**src/rtl/alu_operand_fetch.sv**
```systemverilog
// Operand-fetch stage ahead of the 8-bit ALU: register file, operand muxes, registered ALU bundle.
// Define ALU_OPERAND_FETCH_BYPASS_EN for write-first forwarding of same-edge write-back data.
module alu_operand_fetch #(
  parameter int NREGS = 8,
  parameter int WIDTH = 8,
  localparam int AW   = $clog2(NREGS)
) (
  input  logic             CLK,
  input  logic             RESET,
  input  logic             ISSUE_VALID,
  output logic             ISSUE_READY,
  input  logic [2:0]       ALUOP,
  input  logic [AW-1:0]    RS1,
  input  logic [AW-1:0]    RS2,
  input  logic [AW-1:0]    RD,
  input  logic             SRC2_IMM,
  input  logic [WIDTH-1:0] IMM,
  input  logic             NEG_SRC2,
  output logic [WIDTH-1:0] DATA1,
  output logic [WIDTH-1:0] DATA2,
  output logic [2:0]       SELECT,
  output logic             OP_VALID,
  output logic [AW-1:0]    OP_RD,
  input  logic             OP_READY,
  input  logic             WB_EN,
  input  logic [AW-1:0]    WB_ADDR,
  input  logic [WIDTH-1:0] WB_DATA
);

  // Two's-complement negate, wrapping modulo 2^WIDTH (the most negative value maps to itself).
  function automatic logic signed [WIDTH-1:0] negate(input logic signed [WIDTH-1:0] v);
    return -v;
  endfunction

  logic        [WIDTH-1:0] regs [NREGS];
  logic        [WIDTH-1:0] rd1;
  logic        [WIDTH-1:0] rd2;
  logic signed [WIDTH-1:0] src2;
  logic signed [WIDTH-1:0] opnd2;
  logic                    accept;

  logic        [WIDTH-1:0] data1_p0;
  logic signed [WIDTH-1:0] data2_p0;
  logic        [2:0]       sel_p0;
  logic        [AW-1:0]    rd_p0;
  logic                    vld_p0;

  always_ff @(posedge CLK or negedge RESET) begin
    if (!RESET) begin
      for (int i = 0; i < NREGS; i++) regs[i] <= '0;
    end else if (WB_EN) begin
      regs[WB_ADDR] <= WB_DATA;
    end
  end

  always_comb begin
    rd1 = regs[RS1];
    rd2 = regs[RS2];
`ifdef ALU_OPERAND_FETCH_BYPASS_EN
    if (WB_EN && (WB_ADDR == RS1)) rd1 = WB_DATA;
    if (WB_EN && (WB_ADDR == RS2)) rd2 = WB_DATA;
`endif
    src2  = SRC2_IMM ? IMM : rd2;
    opnd2 = NEG_SRC2 ? negate(src2) : src2;
  end

  assign ISSUE_READY = !vld_p0 || OP_READY;
  assign accept      = ISSUE_VALID && ISSUE_READY;

  // Stage p0: registered bundle presented to the ALU
  always_ff @(posedge CLK or negedge RESET) begin
    if (!RESET) begin
      data1_p0 <= '0;
      data2_p0 <= '0;
      sel_p0   <= '0;
      rd_p0    <= '0;
      vld_p0   <= 1'b0;
    end else if (accept) begin
      data1_p0 <= rd1;
      data2_p0 <= opnd2;
      sel_p0   <= ALUOP;
      rd_p0    <= RD;
      vld_p0   <= 1'b1;
    end else if (OP_READY) begin
      vld_p0   <= 1'b0;
    end
  end

  assign DATA1    = data1_p0;
  assign DATA2    = data2_p0;
  assign SELECT   = sel_p0;
  assign OP_RD    = rd_p0;
  assign OP_VALID = vld_p0;

endmodule

```
**config.mk**
```make
export PLATFORM = sky130hd
export DESIGN_NAME = alu_operand_fetch
export DESIGN_NICKNAME = d
export VERILOG_FILES = /design/src/rtl/alu_operand_fetch.sv
export SDC_FILE = /design/constraint.sdc
export NUM_CORES = 1
export LEC_CHECK = 0
export CAP_MARGIN = 20
export CORE_ASPECT_RATIO = 0.8
export CORE_MARGIN = 1
export CORE_UTILIZATION = 40
export DETAILED_ROUTE_END_ITERATION = 8
export GPL_ROUTABILITY_DRIVEN = 1
export PLACE_DENSITY = 0.62
export SYNTH_ARGS = -nofsm -noshare
export SYNTH_HDL_FRONTEND = slang
export SYNTH_SLANG_ARGS = --single-unit
```
**constraint.sdc**
```tcl
create_clock -name CLK -period 2.16 [get_ports CLK]
set_input_delay 0.432 -clock CLK [delete_from_list [all_inputs] [get_ports CLK]]
set_output_delay 0.432 -clock CLK [all_outputs]
set_load 0.02 [all_outputs]
```
==> results of run 1 <==
[cell usage after synthesis (2+ instances only)]
library cell  count
o31ai_2           3
o31ai_4           3
o31ai_1           3
nand2_1          43
buf_2             2
mux4_2           18
nor3b_2           2
mux2_1            4
o22ai_2           3
nor4_1            2
inv_1             3
nand4b_1          3
clkbuf_1          9
o21ai_0           9
o21ai_1           4
mux2_4            4
xor2_1            2
nand2b_1          4
a21oi_1           2
nor2_1            8
nor3_1            2
dfrtp_1          87
mux2i_1          24
a22o_1            7
inv_2             2
o22ai_1           4
buf_6             5
nand4_1           2
mux2_2           70
[timing repair]
action,4_1_cts,5_1_grt
setup buffers,4,0
pin swaps,6,7
hold endpoints to repair,0,0
gates cloned,0,0
endpoints found under the setup margin,6,3
hold buffers,0,0
resized for setup,24,5
[layer usage]
layer,global-route usage,routed length (um),up-vias
met5,0,0,-
met4,0.0535,131,0
met3,0.0461,722,13
met2,0.320,5230,101
met1,0.308,5510,1664
li1,-,-,1526
[metrics by stage]
step | setup WS, ns | total power [mW]
after global routing | -0.00311 | 5.64
after detailed placement | -0.639 | 3.72
after floorplan | 0.00397 | 3.11
final | 0.0493 | 5.35
after global placement | -0.551 | 3.68
after CTS | 0.0168 | 5.38
[state kept, by name, summed over array words and instances (netlist names)]
name,cells
OP_RD,3
DATA2,8
SELECT,3
DATA1,8
regs,64
OP_VALID,1
[kinds of logic after synthesis]
family          synth area share
xor+xnor                 0.00566
flops                      0.468
compound gates            0.0829
buf+inv                   0.0347
fa+ha+maj                0.00269
mux                        0.331
simple gates              0.0743
[worst max path at each step]
stage / depth (start not counted) / endpoint / slack [ns] / start
2_1_floorplan: 10 / DATA2[6]$_DFFE_PN0P_ / 0.004 / RS2[0]
3_3_place_gp: 11 / DATA2[4]$_DFFE_PN0P_ / -0.55 / RS2[0]
3_5_place_dp: 11 / DATA2[4]$_DFFE_PN0P_ / -0.64 / RS2[0]
4_1_cts: 10 / DATA2[7]$_DFFE_PN0P_ / 0.02 / RS2[0]
5_1_grt: 11 / DATA2[7]$_DFFE_PN0P_ / -0.003 / RS2[0]
6_report: 10 / DATA2[7]$_DFFE_PN0P_ / 0.05 / RS2[0]
[cell type report]
type / instances / area [um^2] / share of cell area
repair buffers: 110 / 1080 / 0.175
clock buffers: 13 / 270 / 0.0438
inverters: 5 / 18.8 / 0.00304
multi-input cells: 241 / 2410 / 0.390
flip-flops and latches: 87 / 2180 / 0.353
clock inverters: 3 / 40.0 / 0.00649
well taps: 144 / 180 / 0.0292
[power groups by stage]
stage | clock (mW) | sequential [mW] | combinational (mW)
CTS | 1.64 | 2.22 | 1.52
global placement | 0 | 2.24 | 1.44
global route | 1.71 | 2.28 | 1.66
floorplan | 0 | 2.29 | 0.820
detailed placement | 0 | 2.25 | 1.47
finish | 1.60 | 2.23 | 1.53
==> impl_results.md, run 1 <==
- Number of synthesized register bits: 87
- Reg2reg end: DATA2[7]$_DFFE_PN0P_
- Worst Setup End Kind: register
- 1st-iter DRT viols: 168
- Htree depth: 3
- Insertion delay to the later sink of the worst-skew pair: ~0.34 ns
- Number of I/O port buffers: 61
- Final wirelength: around 12 mm
- Vias/cell: between 5 and 6
- Minimum clock period: ~2.1 ns
- I/O pins: 62
- HPWL after DPL: ~8.4 mm
- Vias: between 3000 and 4000
- Dpl cells: approximately 580
- Gp weighted congestion: 0.862
- P_sw: between 1.5 and 2 mW
- Global-route usage over all layers: 0.212
- Worst-margin pin slew: 0.527 ns
- Syn nets: roughly 400
- Antenna cells: 0
- Grt ovf: 0
- Layout Area Growth over Synthesis: 32.8%
- DR WL/cell: ~19 um
- Post-synth EDFFs: 0
- Die area: between 10000 and 15000 um^2
- Worst hold path type: in -> async
- Vias in the first global route: around 3500
- Share of the synthesized area in the top cell type: 0.468
- Average cell area after synthesis: roughly 13 um^2
- Crit start category: input pin
- Final Cell Area: roughly 6200 um^2
- Reg2Reg Depth: 7
- Final Skew: between 0.005 and 0.006 ns
- Hold Vio Cnt, Final: 0
- Clk buf depth: 2
- Die Y: a little under 100 um
- Synthesized area: 4650 um^2
- CP Class: in -> reg
- Slowest-stage cell, CP: or3_1
- Worst-path cell chain: clkdlybuf4s15_2 -> buf_12 -> buf_8 -> mux2_4 -> o22ai_4 -> o31ai_4 -> buf_4 -> or3_1 -> a222oi_1 -> nand2_1
- First-pass GRT wire length: 18.9 mm
- CP Buf/Inv Count: 4
- Starting Density: 0.419
- Post-route ant nets: 0
- Register area share after synthesis: 0.468
- Leakage: between 2 and 3 nW
- Max-cap viol count: 0
- WHS: 0.0690 ns
- Pint: just under 4 mW
- Fin cells: 603
- P per Cell Area: between 800 and 900 nW/um^2
- Reg power frac: 0.416
- Clk root buf: clkbuf_16
- Placed cell area: ~5700 um^2
- Largest net degree at the start of global routing: 42
- Outcome: complete, no violations
- Period Utilization, post-route: 0.977
- CTS Sinks: 87
- Worst Path Arrival: around 2.3 ns
- Family with the most delay on the worst path: buffers and inverters
- Dominant cell type by area after synthesis: dfrtp_1
- Switching Share: 0.282
- Rel. slew slack: 0.649
- DRC viols: 0
- Syn Inst Count: around 350
- Rows: 34
- RR Startpoint: regs[0]$_DFFE_PN0P_
- Unrepaired setup endpoints after global routing: true
- Share of post-route cells with drive strength above 1: 0.399
- Most frequent cells in the layout: 87 x dfrtp_1, 68 x mux2_2, 57 x clkdlybuf4s50_1
- TritonCTS clock tree: built
- Final Max Slew Viols: 0
- Setup TNS: 0 ns
- Largest cells by area after synthesis: dfrtp_1 47%, mux2_2 17%, mux4_2 8.7%, mux2i_1 5.2%, nand2_1 3.5%
- Nets: about 500
- Pre-antenna DRT Iters: 4
- Logic pwr share: 0.286
- Die W: ~120 um
- R2R Setup Slk: around 0.21 ns
- Commonest non-fill, non-tap cell in the layout: dfrtp_1
- Synth warn: 0
- Worst-case vdd ir drop: between 0.0003 and 0.0004 V
- Yosys cell types: 48
- Core Area: about 11000 um^2
- Worst-path clk slew: ~0.06 ns
- Top FF cell, synth: dfrtp_1
- Fill cells: 916
- Setup violators final: 0
- Initial antenna violation count: 0
- Util after Layout: 0.556
- Crit path max fanout: 6
- Post-synthesis async set-or-reset flop share: 1.00
- Critical path's largest stage delay: around 0.36 ns
- F_max: between 400 and 500 MHz
- Critical path required time: ~2.4 ns
- Clock network power share: 0.298
- Cts bufs inserted: 9
Note: power is estimated with default switching activity, not from simulation.
==> inputs of run 2 (changes only) <==
--- a/config.mk
+++ b/config.mk
@@ -8,10 +8,10 @@
 export CAP_MARGIN = 20
 export CORE_ASPECT_RATIO = 0.8
 export CORE_MARGIN = 1
-export CORE_UTILIZATION = 40
+export CORE_UTILIZATION = 55
 export DETAILED_ROUTE_END_ITERATION = 8
 export GPL_ROUTABILITY_DRIVEN = 1
-export PLACE_DENSITY = 0.62
+export PLACE_DENSITY = 0.81
 export SYNTH_ARGS = -nofsm -noshare
 export SYNTH_HDL_FRONTEND = slang
 export SYNTH_SLANG_ARGS = --single-unit
==> run 2 against run 1 <==
Effect of this change: utilization is 19 points higher; sequential share of layout area is 0.93 points higher; clock power is 23% lower; clock skew is 0.0051 ns higher; sequential cell count stayed put; combinational power hardly changed; wire length is 0.52% lower; final cell count is 6.0% lower; largest cell class unchanged.
==> impl_results.md, run 2 (synthesis results as in run 1) <==
- CP dominant cell by count: buf_4
- F_max: 475 MHz (+0.30%)
- Final Max Slew Viols: 0 (unchanged)
- DRC viols: 0 (unchanged)
- Vias/cell: 6.01 (+9.6%)
- Global-route usage over all layers: 0.282 (+0.0700)
- Final wirelength: 11.5 mm (-0.52%)
- Fill cells: 537 (-41%)
- Worst Setup End Kind: register
- Critical path's largest stage delay: 0.39 ns (+0.03 ns)
- HPWL after DPL: 7.90 mm (-5.8%)
- Grt ovf: 0 (unchanged)
- Core Area: 8060 um^2 (-27%)
- Final Cell Area: 6010 um^2 (-2.6%)
- Commonest non-fill, non-tap cell in the layout: dfrtp_1
- Leakage: 2.58 nW (-2.1%)
- Initial antenna violation count: 0 (unchanged)
- Critical path required time: 2.39 ns (+0.02 ns)
- Post-route ant nets: 0 (unchanged)
- 1st-iter DRT viols: 287 (+71%)
- Largest net degree at the start of global routing: 48 (+14%)
- Total power draw: 5.00 mW (-6.6%)
- Crit path max fanout: 5 (-1)
- DR WL/cell: 20.3 um (+5.8%)
- I/O pins: 62 (unchanged)
- Worst-path cell chain: dlygate4sd2_1 -> nor2b_4 -> buf_4 -> a22o_1 -> o31ai_2 -> nor4_2 -> buf_4 -> mux2i_1 -> nand2_1
- Die area: 8820 um^2 (-27%)
- Max reg flops: 64 (unchanged)
- CP Class: in -> reg
- Period Utilization, post-route: 0.974 (-0.00293)
- CP Buf/Inv Count: 3 (-1)
- Vias in the first global route: 3397 (-1.9%)
- Pre-antenna DRT Iters: 5 (+1)
- Worst-case vdd ir drop: 0.000552 V (+45%)
- Outcome: complete, no violations
- Share of post-route cells with drive strength above 1: 0.401 (+0.00218)
- Gp weighted congestion: 0.926 (+7.4%)
- Layout Area Growth over Synthesis: 29.4%
- Most frequent cells in the layout: 87 x dfrtp_1, 69 x mux2_2, 57 x clkdlybuf4s50_1
- Top layer in use: met4
- Family with the most delay on the worst path: simple AND/OR/NAND/NOR gates
- Biggest register: regs
- Hold Vio Cnt, Final: 0 (unchanged)
- TritonCTS clock tree: built
- Die W: 105 um (-14%)
- Setup violators final: 0 (unchanged)
- Vias: 3406 (+3.1%)
- Worst-margin pin slew: 0.527 ns (-0.0000533 ns)
- Slowest-stage cell, CP: nor4_2
- Metal2 WL: 5.31 mm (+1.5%)
- Clk root buf: clkbuf_8
- Starting Density: 0.577 (+0.158)
- P per Cell Area: 832 nW/um^2 (-4.1%)
- Antenna cells: 0 (unchanged)
- Placed cell area: 5660 um^2 (-1.1%)
- CTS Sinks: 87 (unchanged)
- Worst-path clk slew: 0.09 ns (+0.03 ns)
- WL met3: 824 um (+14%)
- First-pass GRT wire length: 18.4 mm (-2.4%)
- Cts bufs inserted: 9 (unchanged)
- Final Skew: 0.0107 ns (+0.00506 ns)
- Insertion delay to the later sink of the worst-skew pair: 0.36 ns (+0.02 ns)
- Minimum clock period: 2.10 ns (-0.00634 ns)
- Rows: 29 (-15%)
- Number of I/O port buffers: 61 (unchanged)
- Die Y: 84.2 um (-14%)
- WHS: 0.449 ns (+0.380 ns)
- Clk buf depth: 2 (unchanged)
- Rel. slew slack: 0.646 (-0.00297)
- Nets: 493 (unchanged)
- Met1 wire length: 5.16 mm (-6.5%)
- Htree depth: 3 (unchanged)
- Worst Path Arrival: 2.34 ns (+0.02 ns)
- Max-cap viol count: 0 (unchanged)
- Worst hold path type: in -> async
- Crit start category: input pin
[run 2: what timing repair did]
action / in CTS / in global routing
hold buffers: 1 / 0
endpoints found under the hold margin: 10 / 0
cloned: 1 / 0
resized for setup: 13 / 12
pin swaps: 1 / 4
setup buffers: 2 / 0
setup endpoints to repair: 7 / 4
[run 2: routing by layer]
layer,track usage,up-vias
li1,-,1530
met4,0.0896,0
met5,0,-
met3,0.0753,25
met1,0.396,1698
met2,0.432,153
[run 2: power by group]
group | switching [mW] | internal (mW)
clock | 0.587 | 0.652
combinational | 0.653 | 0.863
sequential | 0.267 | 1.98
total | 1.51 | 3.50
[run 2: final cells by class]
type,count,area (um^2),area share
clock buffers,9,124,0.0206
multi-input cells,241,2380,0.396
flip-flops and latches,87,2180,0.362
inverters,5,18.8,0.00312
clock inverters,7,97.6,0.0162
repair buffers,110,1080,0.180
well taps,108,135,0.0225
[run 2: path summary, 6_finish.rpt]
path,slack (ns),endpoint,from,cells past startpoint
min in group CLK,0.48,OP_RD[1]$_DFFE_PN0P_,OP_RD[1]$_DFFE_PN0P_,2
hold reg to reg,0.48,OP_RD[1]$_DFFE_PN0P_,OP_RD[1]$_DFFE_PN0P_,2
max in group asynchronous,1.10,regs[38]$_DFFE_PN0P_,RESET,3
setup reg to reg,0.17,DATA2[7]$_DFFE_PN0P_,regs[9]$_DFFE_PN0P_,7
setup / recovery,0.06,DATA2[7]$_DFFE_PN0P_,RS2[1],9
hold / removal,0.45,regs[31]$_DFFE_PN0P_,RESET,2
[run 2: through the flow]
step,util,worst slack (ns),instances,setup TNS [ns]
final,0.746,0.0556,567,0
after CTS,0.744,0.0281,567,0
after global placement,0.703,-0.547,547,-3.32
after floorplan,-,0.00397,353,0
after detailed placement,0.703,-0.642,547,-3.85
after global routing,0.746,-0.0133,567,-0.0134
[run 2: worst register-to-register path: stages (launching register included)]
cell and delay (ns):
dfrtp_1 0.42, mux2_4 0.29, o22ai_4 0.19, o31ai_4 0.08, buf_4 0.14, or3_1 0.36
a222oi_1 0.29, nand2_1 0.09
